### src/rtl/pipelined_carry_lookahead_adder_pkg.sv
// pipelined_carry_lookahead_adder_pkg: shared latency constant and block-count helper
package pipelined_carry_lookahead_adder_pkg;
  localparam int ADDER_LATENCY = 3;
  function automatic int num_blocks(input int width, input int group);
    return (width + group - 1) / group;
  endfunction
endpackage

### src/rtl/pipelined_carry_lookahead_adder_cla_block.sv
// cla_block: combinational N-bit lookahead unit producing per-bit carries and block G/P
module cla_block #(
  parameter int N = 4
) (
  input  logic [N-1:0] g,
  input  logic [N-1:0] p,
  input  logic         cin,
  output logic [N-1:0] c,
  output logic         bg,
  output logic         bp
);
  // Flat sum-of-products carry into bit i: cin&p[0..i-1] | OR_j g[j]&p[j+1..i-1]
  function automatic logic carry_at(input int i, input logic [N-1:0] gg, input logic [N-1:0] pp, input logic ci);
    logic acc, t;
    acc = ci;
    for (int k = 0; k < i; k++) acc = acc & pp[k];
    for (int j = 0; j < i; j++) begin
      t = gg[j];
      for (int k = j + 1; k < i; k++) t = t & pp[k];
      acc = acc | t;
    end
    return acc;
  endfunction
  always_comb begin
    c = '0;
    for (int i = 0; i < N; i++) c[i] = carry_at(i, g, p, cin);
    bg = carry_at(N, g, p, 1'b0);
    bp = &p;
  end
endmodule

### src/rtl/pipelined_carry_lookahead_adder.sv
// pipelined_carry_lookahead_adder: registered-input lookahead adder with a 3-cycle sample-to-result latency
module pipelined_carry_lookahead_adder
  import pipelined_carry_lookahead_adder_pkg::*;
#(
  parameter int WIDTH = 8,
  parameter int GROUP = 4
) (
  input  logic             clk,
  input  logic             rst,
  input  logic [WIDTH-1:0] i_add1,
  input  logic [WIDTH-1:0] i_add2,
  output logic [WIDTH:0]   o_result
);
  localparam int NB = num_blocks(WIDTH, GROUP);
  logic [WIDTH-1:0] a_d, a_q, b_d, b_q, g_d, g_q, p_d, p_q, sp_d, sp_q, ic;
  logic [WIDTH:0]   c_d, c_q, result_d, result_q;
  logic [NB-1:0]    blk_g, blk_p;
  logic [NB:0]      bc;
  genvar k;
  for (k = 0; k < NB; k++) begin : g_blk
    localparam int LO = k * GROUP;
    localparam int BW = (WIDTH - LO < GROUP) ? WIDTH - LO : GROUP;
    cla_block #(.N(BW)) u_cla (
      .g  (g_q[LO +: BW]),
      .p  (p_q[LO +: BW]),
      .cin(bc[k]),
      .c  (ic[LO +: BW]),
      .bg (blk_g[k]),
      .bp (blk_p[k])
    );
  end
  // Block G/P never depend on cin, so this chain feeds the blocks without a loop
  always_comb begin
    bc = '0;
    for (int j = 0; j < NB; j++) bc[j+1] = blk_g[j] | (blk_p[j] & bc[j]);
  end
  always_comb begin
    a_d = i_add1;
    b_d = i_add2;
    g_d = a_q & b_q;
    p_d = a_q ^ b_q;
    c_d = {bc[NB], ic};
    sp_d = p_q;
    result_d = {c_q[WIDTH], sp_q ^ c_q[WIDTH-1:0]};
  end
  always_ff @(posedge clk or posedge rst) begin
    if (rst) begin
      a_q <= '0;
      b_q <= '0;
      g_q <= '0;
      p_q <= '0;
      c_q <= '0;
      sp_q <= '0;
      result_q <= '0;
    end else begin
      a_q <= a_d;
      b_q <= b_d;
      g_q <= g_d;
      p_q <= p_d;
      c_q <= c_d;
      sp_q <= sp_d;
      result_q <= result_d;
    end
  end
  assign o_result = result_q;
endmodule

### config.mk
export PLATFORM = sky130hd
export DESIGN_NAME = pipelined_carry_lookahead_adder
export DESIGN_NICKNAME = d
export VERILOG_FILES = /design/src/rtl/pipelined_carry_lookahead_adder_pkg.sv /design/src/rtl/pipelined_carry_lookahead_adder_cla_block.sv /design/src/rtl/pipelined_carry_lookahead_adder.sv
export SDC_FILE = /design/constraint.sdc
export NUM_CORES = 1
export LEC_CHECK = 0
export CORE_AREA = 3 3 65 67
export DETAILED_ROUTE_END_ITERATION = 12
export DIE_AREA = 0 0 68 70
export GPL_TIMING_DRIVEN = 0
export MAX_ROUTING_LAYER = met4
export PLACE_DENSITY = 0.71
export SLEW_MARGIN = 25
export SYNTH_ARGS = -nofsm -noshare
export SYNTH_HDL_FRONTEND = slang
export SYNTH_SLANG_ARGS = --single-unit
### constraint.sdc
create_clock -name clk -period 1.7 [get_ports clk]
set_input_delay 0.34 -clock clk [delete_from_list [all_inputs] [get_ports clk]]
set_output_delay 0.34 -clock clk [all_outputs]
set_load 0.005 [all_outputs]
# Word-level counts from Yosys, hierarchy flattened
# Index checks and enable logic that the tools add are counted.
# totals
reg_bits	57
in_bits	18
out_inout_bits	9
wordCells	43
# op_classes
n_bitwise	35
reduce_logical	1
# ops
operator	n
bitwise AND 1 bit	16
OR 1 bit	16
XOR 8 bit	2
bitwise AND 8 bit	1
AND reduction 4 bit	1

# Logic depth before layout (Yosys ltp)
# depth
depth_word	12
ltp_mapped	3
depth_no_buf	3

# Modules after synthesis
# Synthesis repeated with hierarchy kept, for this count alone.
# hier_totals
cells_unflattened	103
area_unflattened_um2	1771.7
# modules_own_cells
mod	n_inst	cells_each	area_per_inst_um2	seq_area_each_um2
pipelined_carry_lookahead_adder	1	77	1636.6	1451.4
cla_block	2	13	67.6	0.0

# Least setup slack after synthesis
# OpenSTA, ideal clock, no wires.
# synth_timing
path_kind	register to register
from	register g_q[0]
to	register c_q[5]
setup_ns	0.118
t_arrival_ns	0.880
required_ns	1.582
setup_slack_ns	0.702
path_stages_with_launch	4
n_path_buf	0
synth_period_minus_slack_ns	0.998
cell_sequence	dfrtp_1 -> a211oi_2 -> o21bai_1 -> a21o_1
# synth_via
elab_chain_cells	8
# synth_lines
item	line	source
start, declared	pipelined_carry_lookahead_adder.sv:15	logic [WIDTH-1:0] a_d, a_q, b_d, b_q, g_d, g_q, p_d, p_q, sp_d, sp_q, ic;
start signal, assigned	pipelined_carry_lookahead_adder.sv:58	g_q <= g_d;
bitwise AND 1 bit (3 in series)	pipelined_carry_lookahead_adder_cla_block.sv:19	for (int k = j + 1; k < i; k++) t = t & pp[k];
OR 1 bit (3 in series)	pipelined_carry_lookahead_adder_cla_block.sv:20	acc = acc | t;
net bc[1]	pipelined_carry_lookahead_adder.sv:18	logic [NB:0] bc;
bitwise AND 1 bit	pipelined_carry_lookahead_adder_cla_block.sv:16	for (int k = 0; k < i; k++) acc = acc & pp[k];
OR 1 bit	pipelined_carry_lookahead_adder_cla_block.sv:20	
net c_d[5]	pipelined_carry_lookahead_adder.sv:16	logic [WIDTH:0] c_d, c_q, result_d, result_q;
end signal, assigned	pipelined_carry_lookahead_adder.sv:52	c_q <= '0;
end signal, assigned	pipelined_carry_lookahead_adder.sv:60	c_q <= c_d;
end, declared	pipelined_carry_lookahead_adder.sv:16	
# The timed path passes the listed nets, and every way through them passes these cells.

# Worst setup path in the final report
# layout_timing
from	register result_q[0] (netlist: o_result[0])
to	output port o_result[0]
# layout_lines
item	line	source
start, declared	pipelined_carry_lookahead_adder.sv:16	
start signal, assigned	pipelined_carry_lookahead_adder.sv:62	result_q <= result_d;
end, declared	pipelined_carry_lookahead_adder.sv:12	output logic [WIDTH:0] o_result
# No word-level cell between the ends.

==> results.json <==
{
  "hold_slack_ns": 0.354,
  "synth_most_common_cell": "dfrtp_1",
  "path_buf_inv": 1,
  "fmax_mhz": 678,
  "gp_congestion": 0.700,
  "setup_viol": 0,
  "post_drt_wl_per_cell_um": 11.9,
  "core_mm2": 0.00369,
  "tritoncts": "yes",
  "numPortBuffers": 26,
  "fp.dieW_um": 68,
  "final_hold_viol_count": 0,
  "viasPerCell": 4.42,
  "path_depth": 1,
  "rr_worst_depth": 3,
  "skew_ns": 0.00417,
  "hold_path_class": "register to register",
  "maxCapViolCount": 0,
  "grt_pass1_wl_um": 3590,
  "hold_buffers": 0,
  "worst-setup-path-type": "register to output pin",
  "htreeDepth": 3,
  "grt_use_total_pct": 11.8,
  "synthCells": 89,
  "crit_fanout": 1,
  "synth_seq_cells": 57,
  "status": "complete, no violations",
  "cts_made_buffers": 9,
  "cts-root-buf": "clkbuf_8",
  "synth-edff-count": 0,
  "critPathMaxStageDelay_ns": 0.49,
  "antenna_found_initial": 0,
  "fin_nets": 154,
  "critical_path.top_delay_family": "buffers and inverters",
  "synth_common_cells": "dfrtp_1 (57), ha_1 (8), xor2_1 (7)",
  "synthArstFlopShare_pct": 100,
  "vias": 795,
  "pin_count": 27,
  "drtIter0Drc": 14,
  "syn_nets": 115,
  "crit_chain": "clkdlybuf4s50_1",
  "power_mw": 2.75,
  "cp.required_ns": 1.36,
  "slew_headroom_pct": 86.3,
  "antenna_left": 0,
  "period_needed_ns": 1.47,
  "synth_top_area_cell": "dfrtp_1",
  "synthFlopType": "dfrtp_1",
  "wirelength_um": 2150,
  "ir_drop_mv": 0.723,
  "first_global_vias": 832,
  "postSynthAreaPerCell_um2": 19.1,
  "area_growth_pct": 31.1,
  "num-fill-cells": 294,
  "synth_top_area_share_pct": 83.9,
  "grt_setup_unrepaired": "false",
  "cts.sinks": 57,
  "grt.overflow.total": 0,
  "yosysWarnings": 0,
  "grt_max_degree": 35,
  "clk_pin_slew_ns": 0.05,
  "worstMarginPinSlew_ns": 0.205,
  "cp.arrival_ns": 1.13,
  "hold_depth": 0,
  "drv_slew": 0,
  "drive_gt1_share_pct": 11.4,
  "die_h_um": 70,
  "post_cts_buffers": 0,
  "cts_resized": 0,
  "drc_errors": 0,
  "cts_buffer_depth": 2,
  "p_per_area_mw_per_mm2": 1230,
  "yosys-top-cells-area": "dfrtp_1 (84%), ha_1 (5.9%), xor2_1 (3.6%), a21o_1 (1.3%), o21a_1 (0.88%)",
  "p_leak_nw": 1.03,
  "n_antenna_cell": 0,
  "drtPass1Iterations": 6,
  "start_kind": "register",
  "timing.setup.tns_ns": 0,
  "die_area_mm2": 0.00476,
  "endpoint_kind": "output pin",
  "clock_latency_ns": 0.31,
  "period_share_pct": 86.7,
  "syn_area_mm2": 0.00170,
  "ys_types": 15,
  "cpMaxStageDelayCell": "clkdlybuf4s50_1",
  "fp-row-count": 22,
  "initial_core_util_pct": 46.1,
  "synth_sequential_area_ratio_pct": 83.9
}
## per-layer routing
layer	global-route usage (%)	vias to the layer above	wire length (um)
li1	-	370	-
met1	10.5	395	765
met2	18.1	26	1220
met3	7.23	4	134
met4	7.95	0	33
met5	-	-	0
## power by group
group,leakage (nW),internal (mW),total (mW),switching [mW]
Sequential,0.681,1.48,1.53,0.0500
Combinational,0.270,0.147,0.229,0.0814
Clock,0.0778,0.562,0.984,0.422
## state kept, by name, indices dropped and copies added (netlist names)
name,flops
o_result,9
p_q,8
c_q,8
a_q,8
sp_q,8
g_q,8
b_q,8
## path summary, 6_finish.rpt
check,startpoint,to,slack [ns]
max,o_result[0]$_DFF_PP0_,o_result[0],0.23
max reg2reg,g_q[0]$_DFF_PP0_,c_q[5]$_DFF_PP0_,0.61
min in group asynchronous,rst,g_q[1]$_DFF_PP0_,0.42
min reg2reg,c_q[8]$_DFF_PP0_,o_result[8]$_DFF_PP0_,0.35
max in group asynchronous,rst,g_q[7]$_DFF_PP0_,0.93
min,c_q[8]$_DFF_PP0_,o_result[8]$_DFF_PP0_,0.35
## stage by stage
stage	instances	setup slack [ns]	cell area (um^2)	util [%]
detailed placement	165	0.547	2070	56.2
CTS	180	0.197	2230	60.4
finish	180	0.226	2230	60.4
global route	180	0.162	2230	60.4
global placement	163	0.110	2020	54.9
floorplan	89	0.702	1700	-
## cell families after synthesis
group,share of synthesized area (%)
buffers and inverters,0.221
adder cells (fa/ha/maj),5.89
flip-flops,83.9
AO/OA/AOI/OAI,5.44
AND/OR/NAND/NOR,0.956
XOR/XNOR,3.61
## area by class of cell
cell class | instances | area, um^2 | share of cell area [%]
clock buffer | 15 | 156 | 7.02
inverter | 1 | 7.51 | 0.337
multi-input combinational | 31 | 270 | 12.1
sequential | 57 | 1430 | 64.0
tap | 48 | 60.1 | 2.70
timing repair buffer | 28 | 308 | 13.8
## cells in the final DEF, fill, tap and decap left out, types with 2 or more instances in the layout
cell type        instances
a21o_1                   3
clkbuf_1                 5
clkbuf_8                10
clkdlybuf4s50_1         26
dfrtp_1                 57
ha_1                     8
nor2_1                   2
o21a_1                   2
o21bai_1                 2
xor2_1                   7
Note: power is estimated with default switching activity, not from simulation.
